## config.mk

```make
export PLATFORM = sky130hd
export DESIGN_NAME = hamming_rx_ctrl
export DESIGN_NICKNAME = d
export VERILOG_FILES = /design/src/rtl/hamming_pkg.sv /design/src/rtl/spi_rx_shift.sv /design/src/rtl/hamming_rx_ctrl.sv
export SDC_FILE = /design/constraint.sdc
export NUM_CORES = 1
export LEC_CHECK = 0
export BUFFER_PORTS_ARGS = -buffer_cell sky130_fd_sc_hd__buf_4
export CORE_ASPECT_RATIO = 1.4
export CORE_UTILIZATION = 55
export DETAILED_ROUTE_END_ITERATION = 7
export PLACE_DENSITY = 0.9
export SKIP_CTS_REPAIR_TIMING = 1
export SLEW_MARGIN = 20
export SYNTH_ARGS = -nofsm -noshare
export SYNTH_HDL_FRONTEND = slang
export SYNTH_SLANG_ARGS = --single-unit
```

## constraint.sdc

```tcl
create_clock -name clk -period 2.93 [get_ports clk]
set_input_delay 0.1465 -clock clk [delete_from_list [all_inputs] [get_ports clk]]
set_output_delay 0.1465 -clock clk [all_outputs]
set_load 0.05 [all_outputs]
```

## src/rtl/hamming_pkg.sv

```systemverilog
// ----------------------------------------------------------------------------
// hamming_pkg
// Shared definitions for the hamming receive controller slice.
//   state_t        : controller FSM state encoding (IDLE/SWEEP/SETTLE/HOLD)
//   SWEEP_LEN      : number of decoder step cycles driven per packet
//   SYNC_STAGES    : depth of the SPI pin synchronisers
// ----------------------------------------------------------------------------
package hamming_pkg;

    typedef logic [1:0] state_t;

    localparam state_t ST_IDLE   = 2'd0;
    localparam state_t ST_SWEEP  = 2'd1;
    localparam state_t ST_SETTLE = 2'd2;
    localparam state_t ST_HOLD   = 2'd3;

    localparam int SWEEP_LEN   = 16;
    localparam int SYNC_STAGES = 2;

endpackage

```

## src/rtl/spi_rx_shift.sv

```systemverilog
// ----------------------------------------------------------------------------
// spi_rx_shift
// SPI mode-0 receive front end running in the clk domain.
//   clk, rst_n    : system clock, asynchronous active-low reset
//   sclk_i        : raw SPI clock pin (asynchronous)
//   mosi_i        : raw SPI data pin (asynchronous)
//   cs_n_i        : raw SPI chip select pin, active low (asynchronous)
//   pkt_o         : shift register contents (MSB first received)
//   complete_o    : combinational, high for the one cycle in which cs_n rise
//                   is seen with exactly PKT_W bits received
//   frame_err_o   : registered one-cycle pulse after a cs_n rise with any
//                   other bit count
// ----------------------------------------------------------------------------
import hamming_pkg::*;

module spi_rx_shift #(
    parameter int PKT_W = 16
) (
    input  logic             clk,
    input  logic             rst_n,
    input  logic             sclk_i,
    input  logic             mosi_i,
    input  logic             cs_n_i,
    output logic [PKT_W-1:0] pkt_o,
    output logic             complete_o,
    output logic             frame_err_o
);

    localparam logic [4:0] CNT_PKT = 5'(PKT_W);
    localparam logic [4:0] CNT_MAX = 5'h1f;

    logic [SYNC_STAGES-1:0] sclk_sync_q;
    logic [SYNC_STAGES-1:0] mosi_sync_q;
    logic [SYNC_STAGES-1:0] cs_sync_q;
    logic                   sclk_prev_q;
    logic                   cs_prev_q;

    logic [4:0]       bit_cnt_q, bit_cnt_d;
    logic [PKT_W-1:0] shift_q, shift_d;
    logic             frame_err_q, frame_err_d;

    logic sclk_s, mosi_s, cs_s;
    logic sclk_rise, cs_rise, cs_fall;

    assign sclk_s = sclk_sync_q[SYNC_STAGES-1];
    assign mosi_s = mosi_sync_q[SYNC_STAGES-1];
    assign cs_s   = cs_sync_q[SYNC_STAGES-1];

    assign sclk_rise = sclk_s & ~sclk_prev_q;
    assign cs_rise   = cs_s & ~cs_prev_q;
    assign cs_fall   = ~cs_s & cs_prev_q;

    // cs_n synchroniser and its edge history reset to the idle (high) level
    // so that leaving reset never looks like a frame boundary.
    always_ff @(posedge clk or negedge rst_n) begin
        if (!rst_n) begin
            sclk_sync_q <= '0;
            mosi_sync_q <= '0;
            cs_sync_q   <= '1;
            sclk_prev_q <= 1'b0;
            cs_prev_q   <= 1'b1;
            bit_cnt_q   <= '0;
            shift_q     <= '0;
            frame_err_q <= 1'b0;
        end else begin
            sclk_sync_q <= {sclk_sync_q[SYNC_STAGES-2:0], sclk_i};
            mosi_sync_q <= {mosi_sync_q[SYNC_STAGES-2:0], mosi_i};
            cs_sync_q   <= {cs_sync_q[SYNC_STAGES-2:0], cs_n_i};
            sclk_prev_q <= sclk_s;
            cs_prev_q   <= cs_s;
            bit_cnt_q   <= bit_cnt_d;
            shift_q     <= shift_d;
            frame_err_q <= frame_err_d;
        end
    end

    always_comb begin
        bit_cnt_d   = bit_cnt_q;
        shift_d     = shift_q;
        frame_err_d = 1'b0;
        complete_o  = 1'b0;

        if (cs_fall) begin
            bit_cnt_d = '0;
            shift_d   = '0;
        end else if (sclk_rise && !cs_s) begin
            shift_d = {shift_q[PKT_W-2:0], mosi_s};
            // Saturate so a very long frame cannot wrap back to PKT_W.
            if (bit_cnt_q != CNT_MAX) begin
                bit_cnt_d = bit_cnt_q + 5'd1;
            end
        end

        if (cs_rise) begin
            if (bit_cnt_q == CNT_PKT) begin
                complete_o = 1'b1;
            end else begin
                frame_err_d = 1'b1;
            end
        end
    end

    assign pkt_o       = shift_q;
    assign frame_err_o = frame_err_q;

endmodule

```

## src/rtl/hamming_rx_ctrl.sv

```systemverilog
// ----------------------------------------------------------------------------
// hamming_rx_ctrl
// Receives SPI packets, sweeps an external hamming decoder through its 16
// step indices, and presents the corrected payload on a valid/ready port.
//   clk, rst_n       : system clock, asynchronous active-low reset
//   spi_sclk/mosi/cs_n : asynchronous SPI mode-0 receive pins
//   dec_packet       : packet presented to the decoder, stable per decode
//   dec_state        : decoder step index (1..15,0 during a sweep, else 0)
//   dec_data         : corrected payload returned by the decoder
//   dec_double_err   : uncorrectable-error flag returned by the decoder
//   rx_data/rx_dbl_err : captured payload and its double-error qualifier
//   rx_valid/rx_ready  : a transfer happens on a clk edge where both are 1;
//                        rx_valid and its data stay stable until then
//   frame_err        : one-cycle pulse, frame ended with a wrong bit count
//   overrun          : one-cycle pulse, a complete packet was dropped
//   dbl_err_cnt      : saturating count of captured double errors
// ----------------------------------------------------------------------------
import hamming_pkg::*;

module hamming_rx_ctrl #(
    parameter int PKT_W  = 16,
    parameter int DATA_W = 11,
    parameter int CNT_W  = 8
) (
    input  logic              clk,
    input  logic              rst_n,
    input  logic              spi_sclk,
    input  logic              spi_mosi,
    input  logic              spi_cs_n,
    output logic [PKT_W-1:0]  dec_packet,
    output logic [3:0]        dec_state,
    input  logic [DATA_W-1:0] dec_data,
    input  logic              dec_double_err,
    output logic [DATA_W-1:0] rx_data,
    output logic              rx_dbl_err,
    output logic              rx_valid,
    input  logic              rx_ready,
    output logic              frame_err,
    output logic              overrun,
    output logic [CNT_W-1:0]  dbl_err_cnt
);

    localparam logic [4:0]       STEP_LAST = 5'(SWEEP_LEN - 1);
    localparam logic [CNT_W-1:0] CNT_ONE   = {{(CNT_W-1){1'b0}}, 1'b1};

    logic [PKT_W-1:0] pkt;
    logic             complete;

    state_t            state_q, state_d;
    logic [4:0]        step_q, step_d;
    logic [3:0]        dec_state_q, dec_state_d;
    logic [PKT_W-1:0]  dec_packet_q, dec_packet_d;
    logic [DATA_W-1:0] rx_data_q, rx_data_d;
    logic              rx_dbl_err_q, rx_dbl_err_d;
    logic              rx_valid_q, rx_valid_d;
    logic              overrun_q, overrun_d;
    logic [CNT_W-1:0]  dbl_cnt_q, dbl_cnt_d;
    logic              handshake;

    spi_rx_shift #(
        .PKT_W (PKT_W)
    ) u_spi_rx_shift (
        .clk         (clk),
        .rst_n       (rst_n),
        .sclk_i      (spi_sclk),
        .mosi_i      (spi_mosi),
        .cs_n_i      (spi_cs_n),
        .pkt_o       (pkt),
        .complete_o  (complete),
        .frame_err_o (frame_err)
    );

    assign handshake = rx_valid_q & rx_ready;

    always_ff @(posedge clk or negedge rst_n) begin
        if (!rst_n) begin
            state_q      <= ST_IDLE;
            step_q       <= '0;
            dec_state_q  <= '0;
            dec_packet_q <= '0;
            rx_data_q    <= '0;
            rx_dbl_err_q <= 1'b0;
            rx_valid_q   <= 1'b0;
            overrun_q    <= 1'b0;
            dbl_cnt_q    <= '0;
        end else begin
            state_q      <= state_d;
            step_q       <= step_d;
            dec_state_q  <= dec_state_d;
            dec_packet_q <= dec_packet_d;
            rx_data_q    <= rx_data_d;
            rx_dbl_err_q <= rx_dbl_err_d;
            rx_valid_q   <= rx_valid_d;
            overrun_q    <= overrun_d;
            dbl_cnt_q    <= dbl_cnt_d;
        end
    end

    always_comb begin
        state_d      = state_q;
        step_d       = step_q;
        dec_state_d  = dec_state_q;
        dec_packet_d = dec_packet_q;
        rx_data_d    = rx_data_q;
        rx_dbl_err_d = rx_dbl_err_q;
        rx_valid_d   = rx_valid_q;
        overrun_d    = 1'b0;
        dbl_cnt_d    = dbl_cnt_q;

        case (state_q)
            ST_IDLE: begin
                if (complete) begin
                    state_d      = ST_SWEEP;
                    step_d       = '0;
                    dec_state_d  = 4'd1;
                    dec_packet_d = pkt;
                end
            end
            ST_SWEEP: begin
                // dec_state runs one ahead of step and wraps 15 -> 0, so the
                // final sweep cycle already presents step index 0.
                if (step_q == STEP_LAST) begin
                    state_d     = ST_SETTLE;
                    dec_state_d = 4'd0;
                end else begin
                    step_d      = step_q + 5'd1;
                    dec_state_d = dec_state_q + 4'd1;
                end
            end
            ST_SETTLE: begin
                state_d      = ST_HOLD;
                dec_state_d  = 4'd0;
                rx_data_d    = dec_data;
                rx_dbl_err_d = dec_double_err;
                rx_valid_d   = 1'b1;
                if (dec_double_err && (dbl_cnt_q != {CNT_W{1'b1}})) begin
                    dbl_cnt_d = dbl_cnt_q + CNT_ONE;
                end
            end
            default: begin  // ST_HOLD
                dec_state_d = 4'd0;
                if (handshake) begin
                    rx_valid_d = 1'b0;
                    // A packet finishing on the handshake edge is taken
                    // straight into a new sweep rather than dropped.
                    if (complete) begin
                        state_d      = ST_SWEEP;
                        step_d       = '0;
                        dec_state_d  = 4'd1;
                        dec_packet_d = pkt;
                    end else begin
                        state_d = ST_IDLE;
                    end
                end
            end
        endcase

        if (complete && (state_q != ST_IDLE) && !((state_q == ST_HOLD) && handshake)) begin
            overrun_d = 1'b1;
        end
    end

    assign dec_state   = dec_state_q;
    assign dec_packet  = dec_packet_q;
    assign rx_data     = rx_data_q;
    assign rx_dbl_err  = rx_dbl_err_q;
    assign rx_valid    = rx_valid_q;
    assign overrun     = overrun_q;
    assign dbl_err_cnt = dbl_cnt_q;

endmodule

```

=== After elaboration in Yosys (flattened, before gate mapping) ===
Index checks and enable logic that the tools add are counted.

* Register bits after elaboration: 79
* Word-level logic and storage cells: 93

* $add $sub $neg: 4
* Equal/unequal tests: 10
* Mux-type cells: 29
* Bitwise operators: 10
* Reductions and logical operators: 23

{| class="wikitable"
|+ Operators by type and width
! operator !! count
|-
| 2-to-1 mux 16 bit || 4
|-
| one-hot mux 16 bit (2 select lines) || 1
|-
| 2-to-1 mux 5 bit || 6
|-
| one-hot mux 5 bit (3 select lines) || 1
|-
| one-hot mux 4 bit (3 select lines) || 1
|-
| adder 5 x 1 -> 5 bit (second input constant) || 2
|-
| nonzero test 2 bit || 5
|-
| 2-to-1 mux 1 bit || 9
|-
| adder 8 x 1 -> 8 bit (second input constant) || 1
|-
| 2-to-1 mux 4 bit || 2
|-
| inequality test 8 bit (second input constant) || 1
|-
| AND reduction 2 bit || 4
|-
| 2-to-1 mux 2 bit || 3
|-
| inequality test 2 bit (second input constant) || 3
|-
| NOT 1 bit || 6
|-
| one-hot mux 2 bit (3 select lines) || 1
|-
| AND reduction 3 bit || 2
|-
| == test 5 x 4 -> 1 bit (second input constant) || 1
|-
| == test 5 bit (second input constant) || 1
|-
| logical AND 1 bit || 5
|-
| inequality test 5 bit (second input constant) || 1
|-
| adder 4 x 1 -> 4 bit (second input constant) || 1
|-
| bitwise AND 1 bit || 4
|-
| == test 2 bit (second input constant) || 2
|-
| 7 further kinds || 9
|}

=== Logic depth before layout (Yosys ltp) ===
* Word-level depth: 6
* Mapped depth: 8

=== Cells and area by module ===
Synthesis repeated with hierarchy kept, for this count alone.

* Cell total of the unflattened synthesis: 287
* Area, all modules: 3434.5 um2

{| class="wikitable"
|+ Modules (own cells, without submodules)
! module !! times used !! cells an instance !! area an instance (um2)
|-
| hamming_rx_ctrl || 1 || 172 || 2248.4
|-
| spi_rx_shift || 1 || 115 || 1186.1
|}

=== Worst setup path after synthesis ===
No wires, ideal clock.

* Kind: reg2reg
* From: register step_q[0]
* To: register state_q[1]
* Arrival: 1.825 ns
* Slack: 0.980 ns
* Stages on the path, launching flop included: 9
* Path buffers: 1
* Period minus slack after synthesis: 1.950 ns
* Path through: dfrtp_1 -> ha_1 -> and3_1 -> ha_1 -> nand2b_1 -> clkbuf_2 -> a21boi_1 -> nand2_1 -> mux2_2

* Longest elaborated chain between the ends: 3

{| class="wikitable"
|+ RTL lines
! item !! RTL line !! text
|-
| start, declared || hamming_rx_ctrl.sv:50 || <nowiki>logic [4:0] step_q, step_d;</nowiki>
|-
| start signal, assigned || hamming_rx_ctrl.sv:88 || <nowiki>step_q <= step_d;</nowiki>
|-
| == test 5 x 4 -> 1 bit || hamming_rx_ctrl.sv:122 || <nowiki>if (step_q == STEP_LAST) begin</nowiki>
|-
| inequality test 2 bit (no source line) || n/a ||
|-
| AND reduction 3 bit (no source line) || n/a ||
|-
| end signal, assigned || hamming_rx_ctrl.sv:87 || <nowiki>state_q <= state_d;</nowiki>
|-
| end, declared || hamming_rx_ctrl.sv:49 || <nowiki>state_t state_q, state_d;</nowiki>
|}

Every way passes these cells.
A chain may end at the register's enable or synchronous reset.

=== Final worst setup path ===
Same ends and word-level chain as after synthesis.

==> results by group <==
Worst setup path
  – CP delay by family, top: simple AND/OR/NAND/NOR gates
  – Most prevalent standard cell on the critical path: sky130_fd_sc_hd__ha_1
  – Element type at the critical path start: flop
  – Kind of end point of the critical path: flop
  – Largest incremental delay on the critical path: ~430 ps
  – Required @ worst endpoint: around 3200 ps
  – Type of the setup path with the least slack: flop to flop
  – Top fanout value on the critical path: 8
  – Worst path bufs/invs: 0
  – Crit path DAT: between 2000 and 2500 ps
  – Slowest cell on the critical path: sky130_fd_sc_hd__dfrtp_1
  – Crit-path cells: ha_1, and3_1, ha_1, nand2b_1, a21boi_1, nand2_1, mux2_2

STA
  – Worst hold slack: -43.30 ps
  – Period utilization: 0.7136
  – Relative max-transition margin: 0.3665
  – RSZ-0062 raised after global routing: no
  – Finish-stage setup viols: 0
  – Number of pins with negative max-slew slack in the final report: 0
  – F_max: 478.3 MHz
  – Skew final: approximately 8.0 ps
  – Final critical path time including I/O delays and setup: roughly 2100 ps
  – Setup Total Neg Slack: 0 ps
  – Actual slew at the worst max-slew pin: ~950 ps
  – Hold Fails Final Rpt: 76

CTS
  – Clock transition time at the flip-flop clock pins of the worst setup and hold paths: 80 ps
  – CTS Buffer Depth: 2
  – Inserted Clock Buffers: 9
  – CTS tree: yes
  – H-tree levels: 3
  – CTS Root Cell: sky130_fd_sc_hd__clkbuf_8
  – Clock Sinks: a little under 80
  – Clock latency on the worst-skew pair: 340 ps

Yosys
  – Netlist area before placement: approximately 0.0035 mm2
  – Part of the Yosys area used for sequential elements: 0.5684
  – Synthesized netlist net count: about 320
  – Mean instance size in the synthesized netlist: 11.85 um2
  – Cell count after synthesis: 294
  – Synth warn: 0
  – Flip-flop and latch count after synthesis: 79
  – Top_reg_cell synth: sky130_fd_sc_hd__dfrtp_1
  – Post-synth EDFFs: 0
  – Distinct cell type count of the synthesized netlist: 47
  – Proportion of synthesized flip-flops having asynchronous set or reset: 1.000

Placement
  – Post-placement cell count: 416
  – Quantity of I/O buffers inserted on ports: 60
  – Weighted congestion reported at the end of routability-driven placement: 0.8744
  – Placed wire-length estimate: approximately 4700 um

Layout
  – Antenna diode count: 0
  – Area of combinational cells with multiple inputs: about 0.0014 mm2
  – Layout cells sized above 1: 0.3178
  – Sequential standard cell area: 0.001981 mm2
  – Final cell count without fillers: ~440
  – NumNets Final: between 300 and 400
  – Core utilization of the finished layout: 0.7007
  – Syn-to-layout area delta: 20.39%
  – Fillcell total: about 440

Die
  – IO Count: a little over 60
  – Area enclosed by the die boundary: 0.006662 mm2
  – Placement Rows: 33
  – CORE AREA: 0.005987 mm2
  – Overall die height: about 96 um
  – Initial cell density of the core: 0.5820
  – Horizontal die dimension: approximately 70 um

Run
  – Number of maximum-capacitance constraint violations: 0

Power
  – Pwr/cell area: around 900 mW/mm2
  – Overall power: between 3000 and 4000 uW
  – Worst supply voltage drop on vdd: about 0.76 mV
  – Static leakage: slightly above 0.002 uW

Routing
  – Routed wirelength normalized by instance count: between 15 and 20 um
  – Vias: 2398
  – Remaining antenna violation count after routing: 0
  – Number of DRC violations after detailed-routing iteration 0: 250
  – Via count normalized by instance count: approximately 5.5
  – Drt first pass iters: 4
  – DRC errors left: 0
  – Total wire length: approximately 6600 um

GRT
  – Initial antenna violation count: 0
  – Number of global-route vias before repair: 2518
  – Maximum number of pins on one net before global-route repair: 80
  – Global-route wire length before repair: roughly 12000 um
  – Remaining Overflow, GRT: 0
  – Combined global-route utilization of all metal layers: 0.2220

Outcome
  – Outcome: finished, violations left
  – Violated checks: negative hold slack

Min path
  – Class of the tightest hold or removal check: primary input to async pin
==> report_power, final <==
group | internal (uW) | switching [uW]
clock network | 417 | 379
registers | 1290 | 179
logic | 518 | 936
==> worst register-to-register path, stage by stage (launching register included) <==
cell and delay, ps:
sky130_fd_sc_hd__dfrtp_1 430, sky130_fd_sc_hd__ha_1 240, sky130_fd_sc_hd__and3_1 190, sky130_fd_sc_hd__ha_1 230
sky130_fd_sc_hd__nand2b_1 260, sky130_fd_sc_hd__a21boi_1 190, sky130_fd_sc_hd__nand2_1 100, sky130_fd_sc_hd__mux2_2 330
==> stage by stage <==
stage,area (um2),worst slack (ps)
3_3_place_gp,3968,946.0
6_report,4195,839.1
3_5_place_dp,3968,868.3
5_1_grt,4195,685.1
4_1_cts,4165,843.9
2_1_floorplan,3485,980.4
==> routing by layer <==
metal	global-route usage	part of all wire	vias to the layer above
met5	0	0	-
met4	0.1105	0.017	0
met3	0.03770	0.035	12
met2	0.4183	0.56	59
met1	0.2406	0.39	1177
li1	-	-	1150
==> kinds of logic (layout without fill, tap and decap cells) <==
kind of cell,count (synthesis),count (layout),synth area share
flops,79,79,0.5684
simple gates,103,103,0.1605
xor+xnor,7,7,0.01759
compound gates,42,42,0.07290
fa+ha+maj,11,11,0.03950
buf+inv,21,92,0.03088
mux,31,31,0.1102
==> worst paths after layout <==
kind	slack, ps	from	cells after the start	to
max in group asynchronous	2380	rst_n	1	dbl_err_cnt[7]
hold reg to reg	350	u_spi_rx_shift.mosi_sync_q[0]	0	u_spi_rx_shift.mosi_sync_q[1]
min in group clk	30	dec_data[9]	2	rx_data[9]
setup reg to reg	840	step_q[0]	7	state_q[1]
setup / recovery	840	step_q[0]	7	state_q[1]
hold / removal	-40	rst_n	1	dec_packet[14]
==> registers in the layout (all words and copies together), names as in the netlist, 4 cells and up <==
signal and cells:
dec_state 4, u_spi_rx_shift.bit_cnt_q 5, step_q 5, dbl_err_cnt 8, dec_packet 16, u_spi_rx_shift.pkt_o 16, rx_data 11
==> synthesized netlist by cell type, types with 3 or more instances <==
master	number	area (um2)
sky130_fd_sc_hd__nand3b_1	4	30.03
sky130_fd_sc_hd__a21o_1	3	22.52
sky130_fd_sc_hd__clkbuf_1	3	11.26
sky130_fd_sc_hd__inv_1	12	45.04
sky130_fd_sc_hd__o21ai_0	6	30.03
sky130_fd_sc_hd__nand3_1	11	55.05
sky130_fd_sc_hd__nor2_1	11	41.29
sky130_fd_sc_hd__xnor2_1	4	35.03
sky130_fd_sc_hd__a21oi_1	22	110.1
sky130_fd_sc_hd__nand2b_1	3	18.77
sky130_fd_sc_hd__dfstp_2	3	78.83
sky130_fd_sc_hd__nand4_1	5	31.28
sky130_fd_sc_hd__dfrtp_1	76	1902
sky130_fd_sc_hd__and3_1	3	18.77
sky130_fd_sc_hd__buf_2	3	15.01
sky130_fd_sc_hd__ha_1	11	137.6
sky130_fd_sc_hd__mux2_4	10	150.1
sky130_fd_sc_hd__mux2_2	19	214.0
sky130_fd_sc_hd__nor3_1	6	30.03
sky130_fd_sc_hd__nand2_1	47	176.4
sky130_fd_sc_hd__xor2_1	3	26.28
==> layout make-up <==
type                       count  area share
clock buffer                  11     0.03370
multi-input combinational    194      0.3328
tap                           70     0.02088
clock inverter                 5     0.01342
inverter                      12     0.01074
sequential                    79      0.4721
timing repair buffer          64      0.1163
==> cells in the final DEF (no fill, tap or decap), drive strengths merged, types with 2 or more instances in the layout <==
master / instances
dfrtp: 76
mux2i: 2
and3: 3
a22o: 2
o22ai: 2
buf: 61
and2b: 2
nand4: 5
dlygate4sd3: 3
o21ai: 7
clkbuf: 11
mux2: 29
nand3: 12
a21o: 3
nand2b: 3
a21oi: 22
dfstp: 3
nor2: 12
ha: 11
xnor2: 4
nand3b: 4
nand2: 47
nor3: 6
inv: 13
xor2: 3
clkinv: 2
Note: power is estimated with default switching activity, not from simulation.
